==> src/rtl/ab_seq_gen.sv <==
// A/B stimulus generator for the same-value/hold detector. It pops desired output bits
// from a small FIFO and drives the A/B pair that makes the detector produce them.
module ab_seq_gen #(
  parameter int DEPTH       = 4,
  parameter bit PREFER_HOLD = 1'b0
) (
  input  logic                       clk,
  input  logic                       rst,
  input  logic                       req_valid,
  input  logic                       req_bit,
  output logic                       req_ready,
  output logic                       a,
  output logic                       b,
  output logic                       gen_valid,
  output logic                       exp_o,
  output logic                       exp_valid,
  output logic [$clog2(DEPTH+1)-1:0] level
);

  localparam int PW = $clog2(DEPTH);
  localparam int LW = $clog2(DEPTH+1);

  // Detector model state: {a_prev, o_prev}. The a output is the a_prev bit itself.
  typedef enum logic [1:0] {
    A0O0 = 2'b00,
    A0O1 = 2'b01,
    A1O0 = 2'b10,
    A1O1 = 2'b11
  } state_t;

  state_t          state, state_next;
  logic [DEPTH-1:0] mem;
  logic [PW-1:0]   wr_ptr, rd_ptr;
  logic            push, pop, d;
  logic            a_prev, o_prev;
  logic            a_next, b_next, o_next;

  // Handshake: a request transfers on a posedge where req_valid && req_ready.
  // req_ready comes only from the registered level, never from req_valid.
  assign req_ready = (level != LW'(DEPTH));
  assign push      = req_valid && req_ready;
  assign pop       = (level != '0);
  assign d         = mem[rd_ptr];
  assign a_prev    = state[1];
  assign o_prev    = state[0];
  assign a         = a_prev;

  always_comb begin
    a_next = a_prev;
    b_next = 1'b0;
    if (pop) begin
      if (!d) begin
        a_next = ~a_prev;
      end else if (PREFER_HOLD && o_prev) begin
        a_next = ~a_prev;
        b_next = 1'b1;
      end
    end
    // Same detector equation runs on idle cycles too, so o_prev tracks the real detector.
    o_next     = (a_next == a_prev) | (b_next & o_prev);
    state_next = state_t'({a_next, o_next});
  end

  always_ff @(posedge clk) begin
    if (rst) begin
      state     <= A0O0;
      b         <= 1'b0;
      gen_valid <= 1'b0;
      exp_o     <= 1'b0;
      exp_valid <= 1'b0;
      level     <= '0;
      wr_ptr    <= '0;
      rd_ptr    <= '0;
    end else begin
      state     <= state_next;
      b         <= b_next;
      gen_valid <= pop;
      exp_o     <= o_prev;
      exp_valid <= gen_valid;
      if (push) wr_ptr <= wr_ptr + 1'b1;
      if (pop)  rd_ptr <= rd_ptr + 1'b1;
      unique case ({push, pop})
        2'b10:   level <= level + LW'(1);
        2'b01:   level <= level - LW'(1);
        default: level <= level;
      endcase
    end
  end

  // Storage needs no reset: entries are only read after being written.
  always_ff @(posedge clk) begin
    if (!rst && push) mem[wr_ptr] <= req_bit;
  end

endmodule
==> config.mk <==
export PLATFORM = sky130hd
export DESIGN_NAME = ab_seq_gen
export DESIGN_NICKNAME = d
export VERILOG_FILES = /design/src/rtl/ab_seq_gen.sv
export SDC_FILE = /design/constraint.sdc
export NUM_CORES = 1
export LEC_CHECK = 0
export BUFFER_PORTS_ARGS = -buffer_cell sky130_fd_sc_hd__buf_2
export CORE_AREA = 2 2 43 45
export DETAILED_ROUTE_END_ITERATION = 10
export DIE_AREA = 0 0 45 47
export PLACE_DENSITY = 0.77
export SLEW_MARGIN = 10
export SYNTH_ARGS = -nofsm -noshare
export SYNTH_HDL_FRONTEND = slang
export SYNTH_SLANG_ARGS = --single-unit
==> constraint.sdc <==
create_clock -name clk -period 1.9 [get_ports clk]
set_clock_uncertainty 0.05 [all_clocks]
set_input_delay 0.285 -clock clk [delete_from_list [all_inputs] [get_ports clk]]
set_output_delay 0.285 -clock clk [all_outputs]
set_load 0.05 [all_outputs]
---- Word level (Yosys, flattened, before mapping) ----
Cells that the tools add are included.
word-level totals
  flip-flop bits (word level) ............. 16
  latch bits .............................. 0
  memory bits (writable) .................. 0
  memory bits (read-only) ................. 0
  input bits .............................. 4
  output and inout port bits .............. 9
  word-level logic and storage cells ...... 34
  memories kept ........................... 0
cells by class
  add/subtract/negate cells ............... 4
  multipliers ............................. 0
  divide/modulo/power cells ............... 0
  magnitude comparators ................... 3
  equality and inequality tests ........... 4
  shift operators ......................... 0
  muxes and demuxes ....................... 8
  bitwise logic cells ..................... 1
  reduce and logical (&&, ||, !) cells .... 6
operator list
  cell                                                                          count
  2-bit by 3-bit less-than comparator with 1-bit output, second input constant  2
  3-bit case mux with 2 select lines                                            1
  2-bit by 1-bit adder with 2-bit output, second input constant                 2
  4-bit bitwise mux                                                             1
  1-bit two-way mux                                                             4
  3-bit by 1-bit adder with 3-bit output, second input constant                 1
  1-bit logical AND                                                             3
  3-bit inequality test, second input constant                                  1
  3-bit nonzero test                                                            1
  3-bit by 1-bit subtractor with 3-bit output, second input constant            1
  1-bit binary-select mux with 2-bit select                                     1
  1-bit demux with 2-bit select                                                 1
  2-bit by 1-bit == test with 1-bit output, second input constant               1
  2-bit == test, second input constant                                          1
  2-bit by 1-bit >= comparator with 1-bit output, second input constant         1
  2-bit nonzero test                                                            1
  1-bit == test                                                                 1
  1-bit zero test                                                               1
  1-bit NOT                                                                     1

---- Longest topological paths before layout ----
  depth in word-level cells ............... 5
  gate-level depth with buffers ........... 7
  depth with buffers taken out ............ 6

---- Worst setup path before layout ----
OpenSTA, ideal clock, no wires.
  path kind ............................... register -> register
  start ................................... register level[0]
  end ..................................... register level[1]
  setup time .............................. 0.078 ns
  data arrival time ....................... 1.898 ns
  path slack .............................. -0.125 ns
  stages on the path, launching flop included .. 8
  period minus slack after synthesis ...... 2.025 ns
  cells stage by stage .................... dfxtp_1 > clkbuf_4 > nor3_2 > nand2b_1 > fa_1 > a21oi_1 > nor2_1 > nor3_1
on the way
  word-level cells in the longest chain between the ends .. 4
ends and longest elaborated chain
  item                                                                              RTL line  source
  start, declared                                                                   17        output logic [$clog2(DEPTH+1)-1:0] level
  start signal, assigned                                                            83        2'b10: level <= level + LW'(1);
  start signal, assigned                                                            84        2'b01: level <= level - LW'(1);
  start signal, assigned                                                            85        default: level <= level;
  3-bit inequality test                                                             40        assign req_ready = (level != LW'(DEPTH));
  1-bit logical AND                                                                 41        assign push = req_valid && req_ready;
  2-bit by 1-bit == test with 1-bit output / 2-bit == test (equally long branches)  82        unique case ({push, pop})
  3-bit case mux with 2 select lines / 2-bit nonzero test (equally long branches)   --
Parallel ways exist; a longest one is shown, timed or not.
A chain may end at the register's enable or synchronous reset.

---- Final worst setup path ----
Ends and elaborated chain as after synthesis.

==> flow_summary.ini <==
[worst_setup_path]
cp.required_ps = 2050
crit_arrival_ps = 1900
critPathLaunchType = flop
cp_max_fo = 9
setup.worst_path.class = flop to flop
r2r_slack_ps = 150
endpoint_kind = flop

[detailed_routing]
viasPerCell = 5.18
drc_errors = 0
ant_nets = 0
first_iter_violations = 6
wire_per_inst_um = 11.0
routed_wl_um = 1100
via_count = 518
drt_first_pass_iters = 4

[cells_and_area]
n_antenna_cell = 0
drive_above_1_share_pct = 22.9
nNetsFinal = 93
area.growth.synth_to_final_pct = 11.6
fillers = 162
design_area_um2 = 820

[timing]
final-setup-viol-count = 0
rsz0062_at_grt = no
drv_slew = 0
period_needed_ps = 1750
finalHoldViolCount = 0
setup_tns_ps = 0
holdWs_ps = 159
min_period_over_period_pct = 92.3
timing.final.ws_setup_ps = 146
fmax_mhz = 570

[clock_tree]
cts_max_path_buffers = 2
post_cts_resized = 0
post_cts_buffers = 0
cts.sinks = 16
cts_hold_buf = 0
cts_root_buf = clkbuf_4
cts_tree = yes
cts-htree-levels = 1
numCtsBuffers = 3
clock_latency_ps = 280
clk_pin_slew_ps = 90

[floorplanning]
die-area_um2 = 2120
io_pins = 13
start_util_pct = 44.5
core_region_area_um2 = 1650
dieWidth_um = 45
die_h_um = 47
rows = 15

[synth]
ys_seq_area_share_pct = 49.1
synth_seq_cells = 16
syn_avg_cell_area_um2 = 10.2
ys_async_sr_fraction_pct = 0
synth_cell_types = 27
syn_inst = 72
synthFlopType = dfxtp_1
synth_area_um2 = 734
synth_fp_nets = 81
yosysWarnings = 0
synth_edf_count = 4

[hold_path]
hold_path.class = input port to flop

[global_routing]
antenna_found_initial = 0
grt_pass1_wl_um = 1650
grt_usage_pct = 11.3
grt_pass1_vias = 405
overflow = 0
grt_max_degree = 14

[outcome]
status = finished clean

[place]
gp_congestion = 0.699
dpl_cell_area_um2 = 788
io_buffers = 11
post-place-ws_ps = 156
dp_hpwl_um = 839

[job]
cap_violations = 0

[power_and_ir_drop]
max-vdd-ir-drop_v = 0.000913
p_leak_nw = 0.341
p_per_area_nw_per_um2 = 1610
[report_power, final]
| group | switching (W) | internal, W | total, W |
|---|---|---|---|
| clock | 0.0000973 | 0.0000762 | 0.000173 |
| combinational | 0.000402 | 0.000210 | 0.000612 |
| sequential | 0.0000957 | 0.000438 | 0.000534 |
| total | 0.000595 | 0.000724 | 0.00132 |
[registers in the layout, indices dropped and copies added (netlist names)]
signal,cells
mem,4
level,3
rd_ptr,2
state,2
wr_ptr,2
exp_o,1
exp_valid,1
gen_valid,1
[worst max-delay path, stage by stage (launching register included)]
cell and delay (ps):
dfxtp_2 380, nor3_4 300, nand2b_1 170, fa_1 430, a21oi_1 130, nor2_1 50, nor3_1 160
[metal layers]
metal	share of wire, %	global-route usage [%]
met5	0	0
met4	0.73	4.71
met1	43	12.8
met2	51	18.0
met3	5.7	6.15
[Yosys cell counts (2+ instances only)]
cell / n / share of area (%)
nor2b_1: 2 / 1.7
nand3_1: 2 / 1.4
nor2_1: 6 / 3.1
edfxtp_1: 4 / 16
buf_4: 2 / 2.0
nor3_1: 2 / 1.4
a21oi_1: 5 / 3.4
o21ai_0: 6 / 4.1
and2_1: 4 / 3.4
xor2_1: 2 / 2.4
dfxtp_1: 12 / 33
inv_1: 7 / 3.6
ha_1: 4 / 6.8
[cells by family after synthesis]
family          count (synthesis)  synth area share (%)
compound gates                 16                  12.6
other cells                     1                 0.511
simple gates                   20                  15.0
fa+ha+maj                       5                  9.54
buf+inv                        11                  7.84
flops                          16                  49.1
xor+xnor                        2                  2.39
mux                             1                  3.07
[path summary, 6_finish.rpt]
check / startpoint / end / cells after the start
worst max register to register: level[0] / level[1] / 6
worst min register to register: state[0] / exp_o / 1
worst max-delay path: level[0] / level[1] / 6
worst min-delay path: req_bit / mem[1] / 1
[through the flow]
stage	power, W	utilization [%]	cells
after floorplan	0.00105	-	72
after global placement	0.00113	47.7	96
after detailed placement	0.00115	47.7	96
after CTS	0.00133	49.3	100
after global routing	0.00142	49.6	100
final	0.00132	49.6	100
[placed cells by master (no fill, tap or decap), types with 2 or more instances in the layout]
cell type / n
nand3_1: 2
inv_1: 7
buf_2: 11
o21ai_0: 6
ha_1: 4
nor2_1: 6
a21oi_1: 5
clkbuf_4: 3
dfxtp_1: 10
edfxtp_1: 4
nor2b_1: 2
xor2_1: 2
nor3_1: 2
dfxtp_2: 2
and2_1: 4
[cell type report]
type / instances / area [um^2] / area share (%)
Sequential cell: 16 / 363 / 44.3
Multi-Input combinational cell: 45 / 328 / 40.0
Timing Repair Buffer: 11 / 55.1 / 6.72
Inverter: 7 / 26.3 / 3.21
Clock buffer: 3 / 22.5 / 2.75
Tap cell: 17 / 21.3 / 2.60
Clock inverter: 1 / 3.75 / 0.458
Note: power is estimated with default switching activity, not from simulation.
